`src/rtl/hzd_pkg.sv`:
```
// Shared types and constants for the pipeline hazard unit.
package hzd_pkg;

    localparam int unsigned REG_ADDR_W = 5;

    // Control state of the hazard unit.
    typedef enum logic [1:0] {
        StRun   = 2'd0,
        StLdUse = 2'd1,
        StMWait = 2'd2
    } hzd_state_e;

    // Destination-register view of one downstream pipeline stage.
    typedef struct packed {
        logic [REG_ADDR_W-1:0] rd;
        logic                  wen;
        logic                  load;
    } shadow_t;

    // Shadow contents for an empty (bubble) stage.
    localparam shadow_t SHADOW_EMPTY = '{rd: '0, wen: 1'b0, load: 1'b0};

endpackage

```
`src/rtl/hzd_match.sv`:
```
// Source/destination register compare for one operand against one stage.
// x0 is hardwired to zero, so it never produces a dependency.
module hzd_match
    import hzd_pkg::*;
(
    input  logic                  use_i,
    input  logic [REG_ADDR_W-1:0] rs_i,
    input  logic                  wen_i,
    input  logic [REG_ADDR_W-1:0] rd_i,
    output logic                  match_o
);

    // Dependency exists only for a real read of a non-zero register that the stage writes.
    always_comb begin
        match_o = use_i && (rs_i != '0) && wen_i && (rd_i == rs_i);
    end

endmodule

```
`src/rtl/hzd.sv`:
```
// Pipeline hazard unit: operand forwarding selects, load-use stall,
// branch flush and data-memory freeze for a 5-stage pipeline.
module hzd
    import hzd_pkg::*;
(
    input  logic                  i_clk,
    input  logic                  i_rst,
    input  logic                  i_id_valid,
    input  logic                  i_id_use_rs1,
    input  logic                  i_id_use_rs2,
    input  logic                  i_id_reg_wen,
    input  logic                  i_id_mem_reg,
    input  logic [REG_ADDR_W-1:0] i_id_rs1,
    input  logic [REG_ADDR_W-1:0] i_id_rs2,
    input  logic [REG_ADDR_W-1:0] i_id_rd,
    input  logic                  i_ex_br_taken,
    input  logic                  i_dmem_busy,
    output logic                  o_frwd_alu_op1,
    output logic                  o_frwd_mem_alu_op1,
    output logic                  o_frwd_mem_op1,
    output logic                  o_frwd_alu_op2,
    output logic                  o_frwd_mem_alu_op2,
    output logic                  o_frwd_mem_op2,
    output logic                  o_stall_if,
    output logic                  o_stall_id,
    output logic                  o_flush_id,
    output logic                  o_bubble_ex
);

    hzd_state_e state_q, state_d;
    shadow_t    ex_q, ex_d;
    shadow_t    mem_q, mem_d;

    logic ex_match1, ex_match2;
    logic mem_match1, mem_match2;

    logic fwd_alu1, fwd_mem_alu1, fwd_mem1;
    logic fwd_alu2, fwd_mem_alu2, fwd_mem2;
    logic load_use;
    logic frozen;
    logic flush;
    logic bubble;

    hzd_match u_match_ex_rs1 (
        .use_i   (i_id_use_rs1),
        .rs_i    (i_id_rs1),
        .wen_i   (ex_q.wen),
        .rd_i    (ex_q.rd),
        .match_o (ex_match1)
    );

    hzd_match u_match_ex_rs2 (
        .use_i   (i_id_use_rs2),
        .rs_i    (i_id_rs2),
        .wen_i   (ex_q.wen),
        .rd_i    (ex_q.rd),
        .match_o (ex_match2)
    );

    hzd_match u_match_mem_rs1 (
        .use_i   (i_id_use_rs1),
        .rs_i    (i_id_rs1),
        .wen_i   (mem_q.wen),
        .rd_i    (mem_q.rd),
        .match_o (mem_match1)
    );

    hzd_match u_match_mem_rs2 (
        .use_i   (i_id_use_rs2),
        .rs_i    (i_id_rs2),
        .wen_i   (mem_q.wen),
        .rd_i    (mem_q.rd),
        .match_o (mem_match2)
    );

    // Forwarding candidates: the younger EX producer shadows any MEM producer.
    always_comb begin
        fwd_alu1     = ex_match1 && !ex_q.load;
        fwd_mem_alu1 = !ex_match1 && mem_match1 && !mem_q.load;
        fwd_mem1     = !ex_match1 && mem_match1 && mem_q.load;
        fwd_alu2     = ex_match2 && !ex_q.load;
        fwd_mem_alu2 = !ex_match2 && mem_match2 && !mem_q.load;
        fwd_mem2     = !ex_match2 && mem_match2 && mem_q.load;
        // A load in EX has no data yet, so a dependent ID instruction must wait a cycle.
        load_use     = (ex_match1 || ex_match2) && ex_q.load;
        frozen       = i_dmem_busy;
        flush        = i_ex_br_taken;
    end

    // Hazard resolution: outputs, shadow pipeline advance and control state.
    always_comb begin
        o_frwd_alu_op1     = 1'b0;
        o_frwd_mem_alu_op1 = 1'b0;
        o_frwd_mem_op1     = 1'b0;
        o_frwd_alu_op2     = 1'b0;
        o_frwd_mem_alu_op2 = 1'b0;
        o_frwd_mem_op2     = 1'b0;
        o_stall_if         = 1'b0;
        o_stall_id         = 1'b0;
        o_flush_id         = 1'b0;
        o_bubble_ex        = 1'b0;
        bubble             = 1'b0;
        state_d            = state_q;
        ex_d               = ex_q;
        mem_d              = mem_q;

        if (i_rst) begin
            // Outputs stay low; the register block performs the clear.
            state_d = StRun;
        end else if (frozen) begin
            // Memory not ready: whole pipeline holds, nothing advances or is killed.
            o_stall_if = 1'b1;
            o_stall_id = 1'b1;
            state_d    = StMWait;
        end else begin
            if (flush) begin
                // Taken branch kills the ID instruction; a pending load-use no longer matters.
                o_flush_id  = 1'b1;
                bubble      = 1'b1;
            end else if (load_use) begin
                o_stall_if  = 1'b1;
                o_stall_id  = 1'b1;
                bubble      = 1'b1;
            end else begin
                o_frwd_alu_op1     = fwd_alu1;
                o_frwd_mem_alu_op1 = fwd_mem_alu1;
                o_frwd_mem_op1     = fwd_mem1;
                o_frwd_alu_op2     = fwd_alu2;
                o_frwd_mem_alu_op2 = fwd_mem_alu2;
                o_frwd_mem_op2     = fwd_mem2;
            end

            if (flush) begin
                o_frwd_alu_op1     = fwd_alu1;
                o_frwd_mem_alu_op1 = fwd_mem_alu1;
                o_frwd_mem_op1     = fwd_mem1;
                o_frwd_alu_op2     = fwd_alu2;
                o_frwd_mem_alu_op2 = fwd_mem_alu2;
                o_frwd_mem_op2     = fwd_mem2;
            end

            o_bubble_ex = bubble;

            // Advance the shadow pipeline.
            mem_d = ex_q;
            if (i_id_valid && !bubble) begin
                ex_d = '{rd: i_id_rd, wen: i_id_reg_wen, load: i_id_mem_reg};
            end else begin
                ex_d = SHADOW_EMPTY;
            end

            unique case (state_q)
                StRun:   state_d = (load_use && !flush) ? StLdUse : StRun;
                // The inserted bubble resolves the dependency after one cycle.
                StLdUse: state_d = StRun;
                // First unfrozen cycle re-evaluates as a normal cycle.
                StMWait: state_d = (load_use && !flush) ? StLdUse : StRun;
                default: state_d = StRun;
            endcase
        end
    end

    // State and shadow registers with synchronous reset.
    always_ff @(posedge i_clk) begin
        if (i_rst) begin
            state_q <= StRun;
            ex_q    <= SHADOW_EMPTY;
            mem_q   <= SHADOW_EMPTY;
        end else begin
            state_q <= state_d;
            ex_q    <= ex_d;
            mem_q   <= mem_d;
        end
    end

endmodule

```
`config.mk`:
```
export PLATFORM = sky130hd
export DESIGN_NAME = hzd
export DESIGN_NICKNAME = d
export VERILOG_FILES = /design/src/rtl/hzd_pkg.sv /design/src/rtl/hzd_match.sv /design/src/rtl/hzd.sv
export SDC_FILE = /design/constraint.sdc
export NUM_CORES = 1
export LEC_CHECK = 0
export CAP_MARGIN = 10
export CORE_MARGIN = 1.5
export CORE_UTILIZATION = 30
export DETAILED_ROUTE_END_ITERATION = 16
export RECOVER_POWER = 25
export SYNTH_ARGS = -nofsm -noshare
export SYNTH_HDL_FRONTEND = slang
export SYNTH_SLANG_ARGS = --single-unit
```
`constraint.sdc`:
```
create_clock -name i_clk -period 6.2 [get_ports i_clk]
set_input_delay 1.55 -clock i_clk [delete_from_list [all_inputs] [get_ports i_clk]]
set_output_delay 1.55 -clock i_clk [all_outputs]
set_load 0.01 [all_outputs]
```
* Word level (Yosys, flattened, before mapping) *
Index checks and enable logic that the tools add are counted.

word-level totals
  output and inout port bits = 10
  input bits = 24
  word-level logic and storage cells = 75
  register bits after elaboration = 14

operators by class
  equal/unequal tests = 4
  reduce and logical (&&, ||, !) cells = 28
  mux-type cells = 37

operator list
  operator             number
  $mux W1              36
  $eq A5 B5 Y1         4
  $logic_and A1 B1 Y1  20
  $reduce_bool A5 Y1   2
  $mux W7              1
  $logic_not A1 Y1     5
  $logic_or A1 B1 Y1   1

* Logic depth before layout (Yosys ltp) *
  depth in word-level cells = 13
  depth in mapped cells = 6
  depth with buffers taken out = 5

* Cells and area by module *
From an unflattened synthesis, not the netlist that was laid out.

unflattened totals
  cells, all modules = 113
  area total of the unflattened synthesis = 962.2 um^2

modules (own cells, without submodules)
  module     times used  cells an instance  sequential area each (um^2)  area each (um^2)
  hzd        1           73                 280.3                        656.9
  hzd_match  4           10                 0.0                          76.3

* Least setup slack after synthesis *
OpenSTA, ideal clock, no wires.

  kind = input to output
  from = input i_id_rs2[0]
  to = output o_stall_if
  path slack = 1,874 ps
  data arrival time = 2,776 ps
  stages on the path = 6
  data required time = 4,650 ps
  buffers on the path = 1
  cells stage by stage = or4_1 o21ai_2 or4_4 nand2_2 a21o_1 buf_4

between the ends
  longest elaborated chain between the ends = 10
  elaborated cells between the ends (all ways) = 11
  classes of those cells = eq/ne (1); mux (4); reduce/logical (6)

ends and longest elaborated chain
  element                           RTL line         text
  from (decl)                       hzd.sv:14        input logic [REG_ADDR_W-1:0] i_id_rs2,
  $reduce_bool A5 Y1                hzd_match.sv:15  match_o = use_i && (rs_i != '0) && wen_i && (rd_i == rs_i);
  $logic_and A1 B1 Y1 (2 in a row)  hzd_match.sv:15
  $logic_and A1 B1 Y1 *             hzd_match.sv:15
  $logic_or A1 B1 Y1 *              hzd.sv:85        load_use = (ex_match1 || ex_match2) && ex_q.load;
  $logic_and A1 B1 Y1 *             hzd.sv:85
  $mux W1 * (4 in a row)            -
  to (decl)                         hzd.sv:24        output logic o_stall_if,

Mark *: on every way between the ends. The rest lies on a longest branch, timed or not.

* Worst setup path in the final report *
  from = input i_id_rs2[1]
  to = output o_bubble_ex

between the ends
  longest elaborated chain between the ends = 12
  elaborated cells between the ends (all ways) = 13
  classes of those cells = eq/ne (1); mux (6); reduce/logical (6)

ends and longest elaborated chain
  element                           RTL line         text
  $reduce_bool A5 Y1                hzd_match.sv:15
  $logic_and A1 B1 Y1 (2 in a row)  hzd_match.sv:15
  $logic_and A1 B1 Y1 *             hzd_match.sv:15
  $logic_or A1 B1 Y1 *              hzd.sv:85
  $logic_and A1 B1 Y1 *             hzd.sv:85
  $mux W1 *                         hzd.sv:120       end else if (load_use) begin
  $mux W1 *                         hzd.sv:116       if (flush) begin
  $mux W1 *                         hzd.sv:110       end else if (frozen) begin
  $mux W1 *                         hzd.sv:107       if (i_rst) begin
  $mux W1 *                         hzd.sv:110
  $mux W1 *                         hzd.sv:107
  to (decl)                         hzd.sv:27        output logic o_bubble_ex

Mark *: on every way between the ends. The rest lies on a longest branch, timed or not. The select of a mux whose other input is x is not followed.

==> impl_metrics.ini <==
[run_status]
status = finished, violations left
violations = DRC

[timing]
period_share_pct = 86.6
slew_viol_final = 0
rsz0062_at_grt = no
tns_ns = 0
min_period_ns = 5.37
holdWs_ns = 0.517
setup_viol = 0
worst_slew_margin_rel_pct = 39.9
fmax_ghz = 0.186
final.setup_skew_ns = 0.00295
hold_viol = 0
final.setup.worst_slack_ns = 0.832
worst_pin_slew_ns = 0.889

[power]
power_density_nw_per_um2 = 158
fin_total_pwr_mw = 0.206
p_leak_nw = 0.452
peakVddDrop_v = 0.0000871

[clock_network]
cts_buffers = 3
cts_resized = 0
clk_pin_slew_ns = 0.09
clock-root-buffer = clkbuf_4
cts_tree = done
cts.sinks = 14
postCtsSetupBuffers = 0
clockBufferDepth = 2
cts_max_level = 1
clk_latency_ns = 0.29
ctsHoldBuffers = 0

[setup_path]
critPathMaxFanout = 7
critPathCaptureType = primary output
cp-start-kind = input pin
r2r_cells = 5
critPathKind = input pin to primary output
worstPathArrival_ns = 3.82
worstPathRequired_ns = 4.65
reg2reg_to = ex_q[4]
reg2reg_from = ex_q[3]
r2r_setup_slack_ns = 4.51

[flow_run]
maxCapViolations = 0

[min_path]
hold_start = ex_q[1]
hold_path.class = flip-flop to flip-flop
hold_depth = 2
hold_end = ex_q[1]

[logic_synthesis]
synth_compound_area_share_pct = 12.3
netlist_instances = 112
synth_fa_ha_area_share_pct = 0
yosys.area_share.xor_xnor_pct = 19.2
synth_top_family_by_area = simple AND/OR/NAND/NOR gates
synth-seq-area-share_pct = 30.6
synth_area_um2 = 915
syn_area_per_cell_um2 = 8.17
yosys.area_share.simple_pct = 28.0
synth-seq-cells = 14
muxShareOfSynthArea_pct = 7.66
synth.distinct_cells = 28
syn-num-nets = 136
yosysWarnings = 0

[global_route]
antenna_found_initial = 0
overflow = 0
grt_pass1_wl_um = 3910
grt_usage_pct = 15.2
grt_max_degree = 15
grt_pass1_vias = 839

[placed_design]
port_buffers = 33
place_area_um2 = 1270
place.gp.congestion = 0.861
dp_hpwl_um = 1920
placed_cells = 173
preCtsSetupSlack_ns = 0.820

[cells_and_area]
final_util_pct = 46.1
area_growth_pct = 42.5
instances_no_fill = 177
n_antenna_cell = 0
fill_cells = 291
multi_input_area_um2 = 614
seq_area_um2 = 280
drive_gt1_share_pct = 6.85
fin_area_um2 = 1300
final_nets = 171

[die]
die_x_um = 58.2
coreArea_um2 = 2830
die_y_um = 58.2
rows = 19
start_util_pct = 32.3
die_area_um2 = 3390
ioPinCount = 34

[detailed_routing]
vias = 880
ant_nets = 0
viasPerCell = 4.97
wl_per_cell_um = 13.5
drt-initial-drc-count = 11
route.detailed.drc = 1
drtPass1Iterations = 10
drt_wl_total_um = 2390
layout make-up:
cell class	instances	area share, %
Multi-Input combinational cell	94	47.1
Sequential cell	14	21.5
Inverter	1	0.288
Tap cell	31	2.98
Timing Repair Buffer	33	25.3
Clock buffer	4	2.78
critical path, stage by stage:
cell and delay [ns]:
clkdlybuf4s50_1 0.56, xnor2_1 0.14, nand2_1 0.08, or4_4 0.56, a21boi_4 0.26, o21a_1 0.14
clkdlybuf4s50_1 0.52
worst max-delay path by stage:
stage	from	endpoint	slack, ns	depth (start not counted)
after detailed placement	i_id_rs2[0]	o_bubble_ex	0.82	7
after global routing	i_id_rs2[0]	o_bubble_ex	0.71	7
final	i_id_rs2[1]	o_bubble_ex	0.83	7
after CTS	i_id_rs2[1]	o_bubble_ex	0.81	7
after floorplan	i_id_rs2[0]	o_stall_if	1.87	6
after global placement	i_id_rs2[1]	o_bubble_ex	0.84	7
report_power, final:
part,switching [mW],total (mW),internal (mW)
Sequential,0.00287,0.0948,0.0919
Clock,0.0333,0.0690,0.0358
Combinational,0.0173,0.0420,0.0247
sequential cells by signal, summed over array words and instances (netlist names):
| name | count |
|---|---|
| ex_q | 7 |
| mem_q | 7 |
synthesized netlist by cell type:
library cell | n | area share, %
a21boi_4 | 1 | 2.1
a21o_1 | 1 | 0.82
a311oi_2 | 1 | 1.6
and2_1 | 1 | 0.68
buf_2 | 1 | 0.55
buf_4 | 1 | 0.82
clkbuf_1 | 1 | 0.41
dfxtp_1 | 14 | 31
inv_1 | 1 | 0.41
mux2i_1 | 7 | 7.7
nand2_1 | 19 | 7.8
nand2_2 | 1 | 0.68
nand2b_1 | 1 | 0.68
nand3_1 | 3 | 1.6
nand3b_1 | 2 | 1.6
nor2_1 | 14 | 5.7
nor4_1 | 4 | 2.7
nor4b_1 | 1 | 0.96
o211ai_1 | 2 | 1.6
o21a_1 | 1 | 0.82
o21ai_0 | 1 | 0.55
o21ai_1 | 7 | 3.8
o21ai_2 | 1 | 0.96
or3_1 | 2 | 1.4
or4_1 | 2 | 1.6
or4_4 | 2 | 2.5
xnor2_1 | 16 | 15
xor2_1 | 4 | 3.8
placed cells by master, fill, tap and decap left out, types with 2 or more instances in the layout:
master | netlist | routed
nor4_1 | 4 | 4
o211ai_1 | 2 | 2
or4_1 | 2 | 2
nand2_1 | 19 | 19
o21ai_1 | 7 | 7
nor2_1 | 14 | 14
dfxtp_1 | 14 | 14
xnor2_1 | 16 | 16
nand3b_1 | 2 | 2
mux2i_1 | 7 | 7
or3_1 | 2 | 2
or4_4 | 2 | 2
clkdlybuf4s50_1 | 0 | 32
nand3_1 | 3 | 3
clkbuf_4 | 0 | 3
xor2_1 | 4 | 4
per-layer routing:
layer | global-route usage, % | up-vias | share of wire [%]
met1 | 18.5 | 408 | 48
met5 | 0 | - | 0
li1 | - | 453 | -
met2 | 26.5 | 15 | 48
met4 | 3.99 | 0 | 0.96
met3 | 4.24 | 4 | 3.6
logic make-up (layout without fill, tap and decap cells):
logic type / Yosys count / in the layout
muxes: 7 / 7
and+or+nand+nor: 52 / 52
xor gates and xnor gates: 20 / 20
DFF: 14 / 14
AOI/OAI and AO/OA: 15 / 15
buffers and inverters: 4 / 38
Power figures use the tool's default switching activity.
